--- src/rtl/ifu_fetch.sv ---
// Instruction fetch unit: owns the PC, drives the combinational instruction memory
// and presents {instr, pc} to decode through a valid/ready IF/ID register.
module ifu_fetch #(
  parameter logic [31:0] PC_RESET = 32'h0000_3000,
  parameter logic [31:0] IM_BASE  = 32'h0000_3000,
  parameter int          IM_WORDS = 1024
) (
  input  logic        clk,
  input  logic        reset,
  output logic [31:0] imaddr,
  input  logic [31:0] instr,
  input  logic        redirect_en,
  input  logic [31:0] redirect_pc,
  output logic        out_valid,
  input  logic        out_ready,
  output logic [31:0] out_instr,
  output logic [31:0] out_pc,
  output logic [31:0] out_pc8,
  output logic        fetch_err
);

  typedef enum logic {RUN, HALT} state_t;

  localparam logic [31:0] IM_BYTES = 32'(4 * IM_WORDS);

  state_t      state;
  logic [31:0] pc;
  logic [31:0] pc_off;
  logic        pc_ok;
  logic        advance;

  // Subtracting the base first means a pc below IM_BASE wraps to a huge offset;
  // the explicit lower-bound test keeps that case illegal as well.
  assign pc_off  = pc - IM_BASE;
  assign imaddr  = pc_off;
  assign pc_ok   = (pc[1:0] == 2'b00) && (pc >= IM_BASE) && (pc_off < IM_BYTES);
  assign advance = (state == RUN) && (!out_valid || out_ready);
  assign out_pc8 = out_pc + 32'd8;

  // NOTE: all state updates use non-blocking assignments so every register in this
  // block samples the pre-edge values, independent of statement order.
  always_ff @(posedge clk) begin
    if (reset) begin
      state     <= RUN;
      pc        <= PC_RESET;
      out_valid <= 1'b0;
      out_instr <= '0;
      out_pc    <= '0;
      fetch_err <= 1'b0;
    end else begin
      case (state)
        RUN: begin
          if (redirect_en) begin
            // Flush the wrong-path fetch; a held instruction with out_ready=1
            // has already been consumed by decode this cycle.
            pc        <= redirect_pc;
            out_valid <= 1'b0;
          end else if (advance && !pc_ok) begin
            state     <= HALT;
            fetch_err <= 1'b1;
            out_valid <= 1'b0;
          end else if (advance) begin
            out_instr <= instr;
            out_pc    <= pc;
            out_valid <= 1'b1;
            pc        <= pc + 32'd4;
          end
        end
        HALT: begin
          out_valid <= 1'b0;
        end
        default: begin
          state <= HALT;
        end
      endcase
    end
  end

endmodule
--- config.mk ---
export PLATFORM = sky130hd
export DESIGN_NAME = ifu_fetch
export DESIGN_NICKNAME = d
export VERILOG_FILES = /design/src/rtl/ifu_fetch.sv
export SDC_FILE = /design/constraint.sdc
export NUM_CORES = 1
export LEC_CHECK = 0
export CAP_MARGIN = 0
export CORE_MARGIN = 2
export CORE_UTILIZATION = 48
export DETAILED_ROUTE_END_ITERATION = 12
export HOLD_SLACK_MARGIN = 0.15
export PLACE_DENSITY = 0.86
export SLEW_MARGIN = 5
export SYNTH_ARGS = -nofsm -noshare
export SYNTH_HDL_FRONTEND = slang
export SYNTH_SLANG_ARGS = --single-unit
--- constraint.sdc ---
create_clock -name clk -period 8.4 [get_ports clk]
set_clock_uncertainty 0.2 [all_clocks]
set_input_delay 1.68 -clock clk [delete_from_list [all_inputs] [get_ports clk]]
set_output_delay 1.68 -clock clk [all_outputs]
set_load 0.01 [all_outputs]
==> Word level (Yosys, flattened, before mapping) <==
Cells that the tools add are included.
{ "totals": {"ff_bits": 99, "wordCells": 38, "output_inout_bits": 130, "in_bits": 68} }
{ "classes": {"n_eq_ne": 2, "n_reduce_logical": 12, "bitwise": 3, "order_cmp": 2, "muxes": 10, "addsub": 3} }
{ "op_table": {"columns": ["cell", "n"], "rows": [
  ["two-way mux 32 bit", 3],
  ["adder 32 x 3 -> 32 bit (second input constant)", 1],
  ["adder 32 x 4 -> 32 bit (second input constant)", 1],
  ["greater-or-equal comparator 32 x 14 -> 1 bit (second input constant)", 1],
  ["< comparator 32 x 13 -> 1 bit (second input constant)", 1],
  ["subtractor 32 x 14 -> 32 bit (second input constant)", 1],
  ["two-way mux 1 bit", 6],
  ["AND reduction 3 bit", 2],
  ["logical AND 1 bit", 4],
  ["inequality test 4 x 3 -> 1 bit (second input constant)", 1],
  ["AND reduction 4 bit", 1],
  ["inverter 1 bit", 3],
  ["zero test 1 bit", 2],
  ["zero test 2 bit", 1],
  ["inequality test 2 bit (second input constant)", 1],
  ["case mux 1 bit (2 select lines)", 1],
  ["nonzero test 2 bit", 1],
  ["logical OR 1 bit", 1]
]} }

==> Depth between registers and ports, before layout <==
Gate-level depths: netlist of run 1.
{ "logic_depth": {"depth_word": 8, "ltp_mapped": 11, "mapped_depth_nobuf": 8} }

==> Worst setup path before layout of run 1 <==
Ideal clock, no wire load.
{ "synth_path": {"path_kind": "register -> output", "from": "register pc[15]", "to": "output port imaddr[27]", "path_stages_with_launch": 8, "n_path_buf": 2, "required_time_ps": 6520, "t_arrival_ps": 2140, "slack_ps": 4380, "path_cell_list": "dfxtp_1 > buf_2 > or4_1 > buf_2 > nor3_1 > nand2_1 > nor3_1 > xor2_1"} }
{ "synth_between": {"elab_chain_len": 1} }
{ "synth_rtl": {"columns": ["element", "line_no", "source"], "rows": [
  ["start: declaration", "27", "logic [31:0] pc;"],
  ["start signal: assignment", "56", "pc <= redirect_pc;"],
  ["start signal: assignment", "66", "pc <= pc + 32'd4;"],
  ["subtractor 32 x 14 -> 32 bit", "34", "assign pc_off = pc - IM_BASE;"],
  ["end: declaration", "10", "output logic [31:0] imaddr,"]
]} }
No other way between the ends.

==> Worst setup path after layout of run 1 <==
Ends and elaborated chain as after synthesis.

==> results of run 1 <==
## kinds of logic after synthesis
kind of cell,synth area share (%)
buf+inv,6.569
compound gates,13.23
simple gates,23.75
mux,9.456
xor+xnor,7.916
flops,38.11
fa+ha+maj,0.9625
## final timing paths
| check | end | start |
|---|---|---|
| max | imaddr[27] | pc[15] |
| min | fetch_err | fetch_err |
| max reg2reg | out_pc[25] | pc[15] |
| min reg2reg | fetch_err | fetch_err |
## cells in the mapped netlist (3+ instances only)
cell	number	share of area, %
nor2b_1	5	0.60
o21ai_0	17	1.6
mux2i_1	48	9.2
xnor2_1	27	4.5
o211ai_1	3	0.43
nor2_1	77	5.6
o22ai_1	10	1.2
nand4_1	6	0.72
and4_1	5	0.84
and2_1	21	2.5
nor4b_1	3	0.51
ha_1	4	0.96
inv_1	9	0.65
o32ai_1	3	0.51
a211oi_1	7	1.0
nand2_1	55	4.0
buf_4	16	2.3
clkbuf_1	34	2.5
xor2_1	20	3.4
nor4_1	10	1.2
or2_2	4	0.48
a21oi_1	20	1.9
a2111oi_0	5	0.84
or4_1	7	1.0
nand3_1	22	2.1
dfxtp_1	99	38
o31ai_1	6	0.87
nor3_1	12	1.2
or3_1	3	0.36
buf_2	6	0.58
and3_1	13	1.6
## power by group through the flow
| stage | registers, uW | logic [uW] | clock network (uW) |
|---|---|---|---|
| floorplan | 506 | 129 | 0 |
| global placement | 521 | 208 | 0 |
| detailed placement | 521 | 211 | 0 |
| CTS | 510 | 212 | 351 |
| global route | 514 | 229 | 368 |
| finish | 511 | 213 | 345 |
## sequential cells by signal, summed over array words and instances (netlist names)
name and flops:
out_pc 32, out_valid 1, out_instr 32, state 1, fetch_err 1, pc 32
## through the flow
stage	instances	area, um^2	total power, uW	hold slack [ps]
3_3_place_gp	894	7068	728.4	263.3
2_1_floorplan	612	5200	634.5	244.5
6_report	910	7291	1068	265.5
4_1_cts	910	7291	1073	271.5
5_1_grt	910	7291	1112	306.6
3_5_place_dp	894	7068	732.3	258.2
## layout make-up
type | instances | share of cell area, %
clock buffer | 10 | 1.750
clock inverter | 6 | 1.304
inverter | 10 | 0.5148
multi-input combinational | 444 | 39.45
sequential | 99 | 27.18
tap | 140 | 2.403
timing repair buffer | 201 | 27.39
## per-layer routing
layer  vias up  part of all wire [%]  track usage, %
li1       2439                     -               -
met1      2405                    43           34.74
met2       208                    48           43.26
met3        21                   6.7           5.666
met4         0                   1.8           8.333
met5         -                     0               0
## critical path, delay by kind of cell (launching register included)
| kind | cells | cell delay [ps] |
|---|---|---|
| xor+xnor | 1 | 160 |
| buf+inv | 1 | 550 |
| simple gates | 4 | 1780 |
| flops | 1 | 450 |
==> metrics.txt, run 1 <==
Least-Margin Pin Slew=1104 ps; initial DRC count=approximately 290; commonest non-fill, non-tap cell in the layout=clkdlybuf4s50_1; Synth Register Bits=99; P_leak=0.002619 uW; Synth Net Count=684; Final min period=5170 ps; post-CTS sizing=0; post-synthesis sequential area ratio=38.11%; layout net count=837; initial antenna violation count=0; outcome=complete, no violations; crit-path max FO=10; filler cell count=846; critical path arrival=3290 ps; Final Hold Violating Endpoints=0; antenna cells=0; post-synthesis async set-or-reset flop share=0%; Clk pwr share=between 30% and 40%; clk slew on worst S/H paths=100 ps; Setup CP Type=register to output port; Via density=5.575; DRC Markers=0; Top FF cell, synth=dfxtp_1; Post-CTS Setup Inserts=0; period utilization=61.55%; total gr overflow=0; Layout area overhead=40.21%; critical path's largest stage delay=720 ps; Starting Density=48.61%; crit path max-delay cell type=or4_1; reg-to-reg slack, setup=about 3600 ps; Hold Path Depth=2; DRT Pass-1 Iters=5; net switching power=307.2 uW; Worst-Skew Late Latency=360 ps; switch share=28.75%; most frequent cells in the layout=clkdlybuf4s50_1, dfxtp_1, nor2_1; clk sinks=99; IO Pins=between 150 and 200; PortBufs=197; dpl hpwl=11.60 mm; fmax=about 190 MHz; Inserted Clock Buffers=9; CP Cell Sequence=or4_1, nor3_1, nand2_1, nor3_1, xor2_1, clkdlybuf4s50_1; Worst EP required=6520 ps; Pint=761.3 uW; Root Buffer Master=clkbuf_8; Yosys cell types=58; synth warn=0; fin util=68.15%; Via Count=between 5000 and 6000; type of the worst min-delay path=register to register; Final TNS setup=0 ps; Syn Inst Count=612; Crit path top cell by count=nor3_1; CTS tree=yes; Slew Limit Fails=0; Startpoint Class=register; largest net degree at the start of global routing=between 60 and 70; post-DR wirelength/cell=17.12 um; Die Area=11680 um^2; Post-CTS Hold Fix Bufs=0; FF/Latch Area=slightly below 2000 um^2; number of enable flip-flop cells after synthesis=0; vias in the first global route=slightly below 5000; Final Setup Violations=0; reg2reg path depth=8; Die Y=108.1 um; core area=10700 um^2; Core Rows=38; crit end category=output port; Worst slew margin=26.26%; part of the power in registers=47.8%; die width=108.1 um; first-pass GRT wire length=24.61 mm; Comb power frac=a little under 20%; Antenna Nets Post-Route=0; GRT Total Usage=26.38%; Avg Cell Area, Syn=8.497 um^2; VDD IR max=113.4 uV; drt total wl=15.58 mm; Max-Cap Viols=0; Cell Area, Synth=5200 um^2; PwrDens=146.5 nW/um^2; Final WS setup=3230 ps; area of the multi-input gates=2877 um^2; layout cells sized above 1=4.286%; global placer's final weighted congestion=0.9438; Post-Place Worst Slack=3469 ps; # H-tree levels=3; Max clock buf depth=2; RSZ-0062 raised after global routing=false
No activity file was read; power rests on OpenSTA's default activity.
==> run 2, diff against run 1 <==
--- a/config.mk
+++ b/config.mk
@@ -7,10 +7,10 @@
 export LEC_CHECK = 0
 export CAP_MARGIN = 0
 export CORE_MARGIN = 2
-export CORE_UTILIZATION = 48
+export CORE_UTILIZATION = 40
 export DETAILED_ROUTE_END_ITERATION = 12
 export HOLD_SLACK_MARGIN = 0.15
-export PLACE_DENSITY = 0.86
+export PLACE_DENSITY = 0.77
 export SLEW_MARGIN = 5
 export SYNTH_ARGS = -nofsm -noshare
 export SYNTH_HDL_FRONTEND = slang
==> constraint.sdc (replaced) <==
create_clock -name clk -period 4.71 [get_ports clk]
set_clock_uncertainty 0.2 [all_clocks]
set_input_delay 0.942 -clock clk [delete_from_list [all_inputs] [get_ports clk]]
set_output_delay 0.942 -clock clk [all_outputs]
set_load 0.01 [all_outputs]
==> run 2 against run 1 <==
Total power grew 92%. Final area grew 2.3%. Non-clock buffer count grew 5. First-iteration DRC count shrank 20%. Largest power group unchanged.
==> metrics.txt, run 2 (synthesis results as in run 1) <==
outcome=complete, no violations; first-pass GRT wire length=25.72 mm (+4.5%); commonest non-fill, non-tap cell in the layout=clkdlybuf4s50_1; Die Area=13930 um^2 (+19%); Final WS setup=626.7 ps (-2603 ps); Pint=1477 uW (+94%); post-CTS sizing=0 (unchanged); Max-Cap Viols=0 (unchanged); clk sinks=99 (unchanged); PwrDens=274.9 nW/um^2 (+88%); reg-to-reg slack, setup=740 ps (-2850 ps); initial DRC count=228 (-20%); Via density=5.306 (-4.8%); Least-Margin Pin Slew=797.4 ps (-306.7 ps); Hold Crit Endpoint=fetch_err; part of the power in registers=44.4% (-3.4 points); DRC Markers=0 (unchanged); critical path arrival=2940 ps (-350 ps); IO Pins=198 (unchanged); total gr overflow=0 (unchanged); CTS tree=yes; Regs by FF count=out_instr: 32 flops, out_pc: 32 flops, pc: 32 flops; Hold Path Depth=2 (unchanged); Clk pwr share=36.7% (+4.5 points); Inserted Clock Buffers=9 (unchanged); layout net count=842 (+0.60%); type of the worst min-delay path=register to register; fin util=58.88% (-9.3 points); Antenna Nets Post-Route=0 (unchanged); largest net degree at the start of global routing=66 (-1.5%); Total Power=2051 uW (+92%); Final TNS setup=0 ps (unchanged); RSZ-0062 raised after global routing=false; Startpoint Class=register; Comb power frac=18.9% (-1.0 points); Post-CTS Hold Fix Bufs=0 (unchanged); Starting Density=41.04% (-7.6 points); net switching power=574.1 uW (+87%); Via Count=5030 (-0.85%); Setup CP Type=register to output port; Worst EP required=3570 ps (-2950 ps); post-DR wirelength/cell=17.04 um (-0.45%); reg-to-reg endpoint=out_pc[22]; Max clock buf depth=2 (unchanged); clk slew on worst S/H paths=60 ps (-40 ps); crit-path max FO=11 (+1); fmax=244.9 MHz; P_leak=0.002688 uW (+2.6%); Final Hold Violating Endpoints=0 (unchanged); core area=12670 um^2 (+18%); Post-Place Worst Slack=779.4 ps (-2690 ps); crit end category=output port; Worst slew margin=46.78% (+21 points); GRT Total Usage=22.66% (-3.7 points); Slew Limit Fails=0 (unchanged); dpl hpwl=12.06 mm (+4.0%); reg2reg start=pc[14]; die width=118.0 um (+9.2%); global placer's final weighted congestion=0.9638 (+2.1%); Post-CTS Setup Inserts=0 (unchanged); filler cell count=1137 (+34%); DRT Pass-1 Iters=5 (unchanged); initial antenna violation count=1 (+1); Root Buffer Master=clkbuf_16; VDD IR max=164.8 uV (+45%); Final Setup Violations=0 (unchanged); period utilization=86.69%; PortBufs=197 (unchanged); most frequent cells in the layout=clkdlybuf4s50_1, dfxtp_1, nor2_1; hold_ws=278.2 ps (+12.73 ps); Core Rows=41 (+7.9%); Worst-Skew Late Latency=340 ps (-20 ps); layout cells sized above 1=4.903% (+0.62 points); switch share=27.99% (-0.76 points); vias in the first global route=4821 (-0.74%); reg2reg path depth=8 (unchanged); drt total wl=16.16 mm (+3.7%); Final min period=4083 ps; Die Y=118.0 um (+9.2%); hold path start=fetch_err; Layout area overhead=43.48%; # H-tree levels=3 (unchanged)
-- run 2: stage by stage --
stage	cells	instance area, um^2
2_1_floorplan	612	5200
3_3_place_gp	931	7158
3_5_place_dp	931	7158
4_1_cts	947	7458
5_1_grt	948	7461
6_report	948	7461
-- run 2: worst max-delay path, stage by stage (launching register included) --
cell and delay (ps):
dfxtp_1 430, or4_1 740, nor3_1 240, buf_4 170
nand2_1 100, nor3_1 190, xor2_1 180, clkdlybuf4s50_1 550
-- run 2: power groups by stage --
stage                     logic, uW  registers [uW]  clock network (uW)
after floorplan                 230             902                   0
after global placement          386             927                   0
after global routing            418             915                 804
after CTS                       389             909                 763
final                           388             911                 752
after detailed placement        387             928                   0
-- run 2: area by class of cell --
cell class	count	area, um^2	share of cell area (%)
Antenna cell	1	2.502	0.03354
Clock buffer	10	229.0	3.069
Clock inverter	6	71.32	0.9559
Inverter	10	37.54	0.5031
Multi-Input combinational cell	444	2877	38.55
Sequential cell	99	1982	26.56
Tap cell	172	215.2	2.884
Timing Repair Buffer	206	2047	27.44
-- run 2: routing by layer --
layer	track usage (%)	wire, um
met5	0	0
met3	5.426	1042
met1	28.78	7003
met4	7.154	235
met2	37.90	7875
-- run 2: worst max-delay path by stage --
| stage | to | slack, ps | from | cells after the start |
|---|---|---|---|---|
| 6_report | imaddr[27] | 630 | pc[14] | 7 |
| 5_1_grt | imaddr[27] | 420 | pc[14] | 7 |
| 4_1_cts | imaddr[27] | 650 | pc[14] | 7 |
| 3_5_place_dp | out_pc[28] | 780 | pc[14] | 8 |
| 3_3_place_gp | out_pc[19] | 930 | pc[14] | 8 |
| 2_1_floorplan | out_instr[24] | 1330 | pc[15] | 11 |
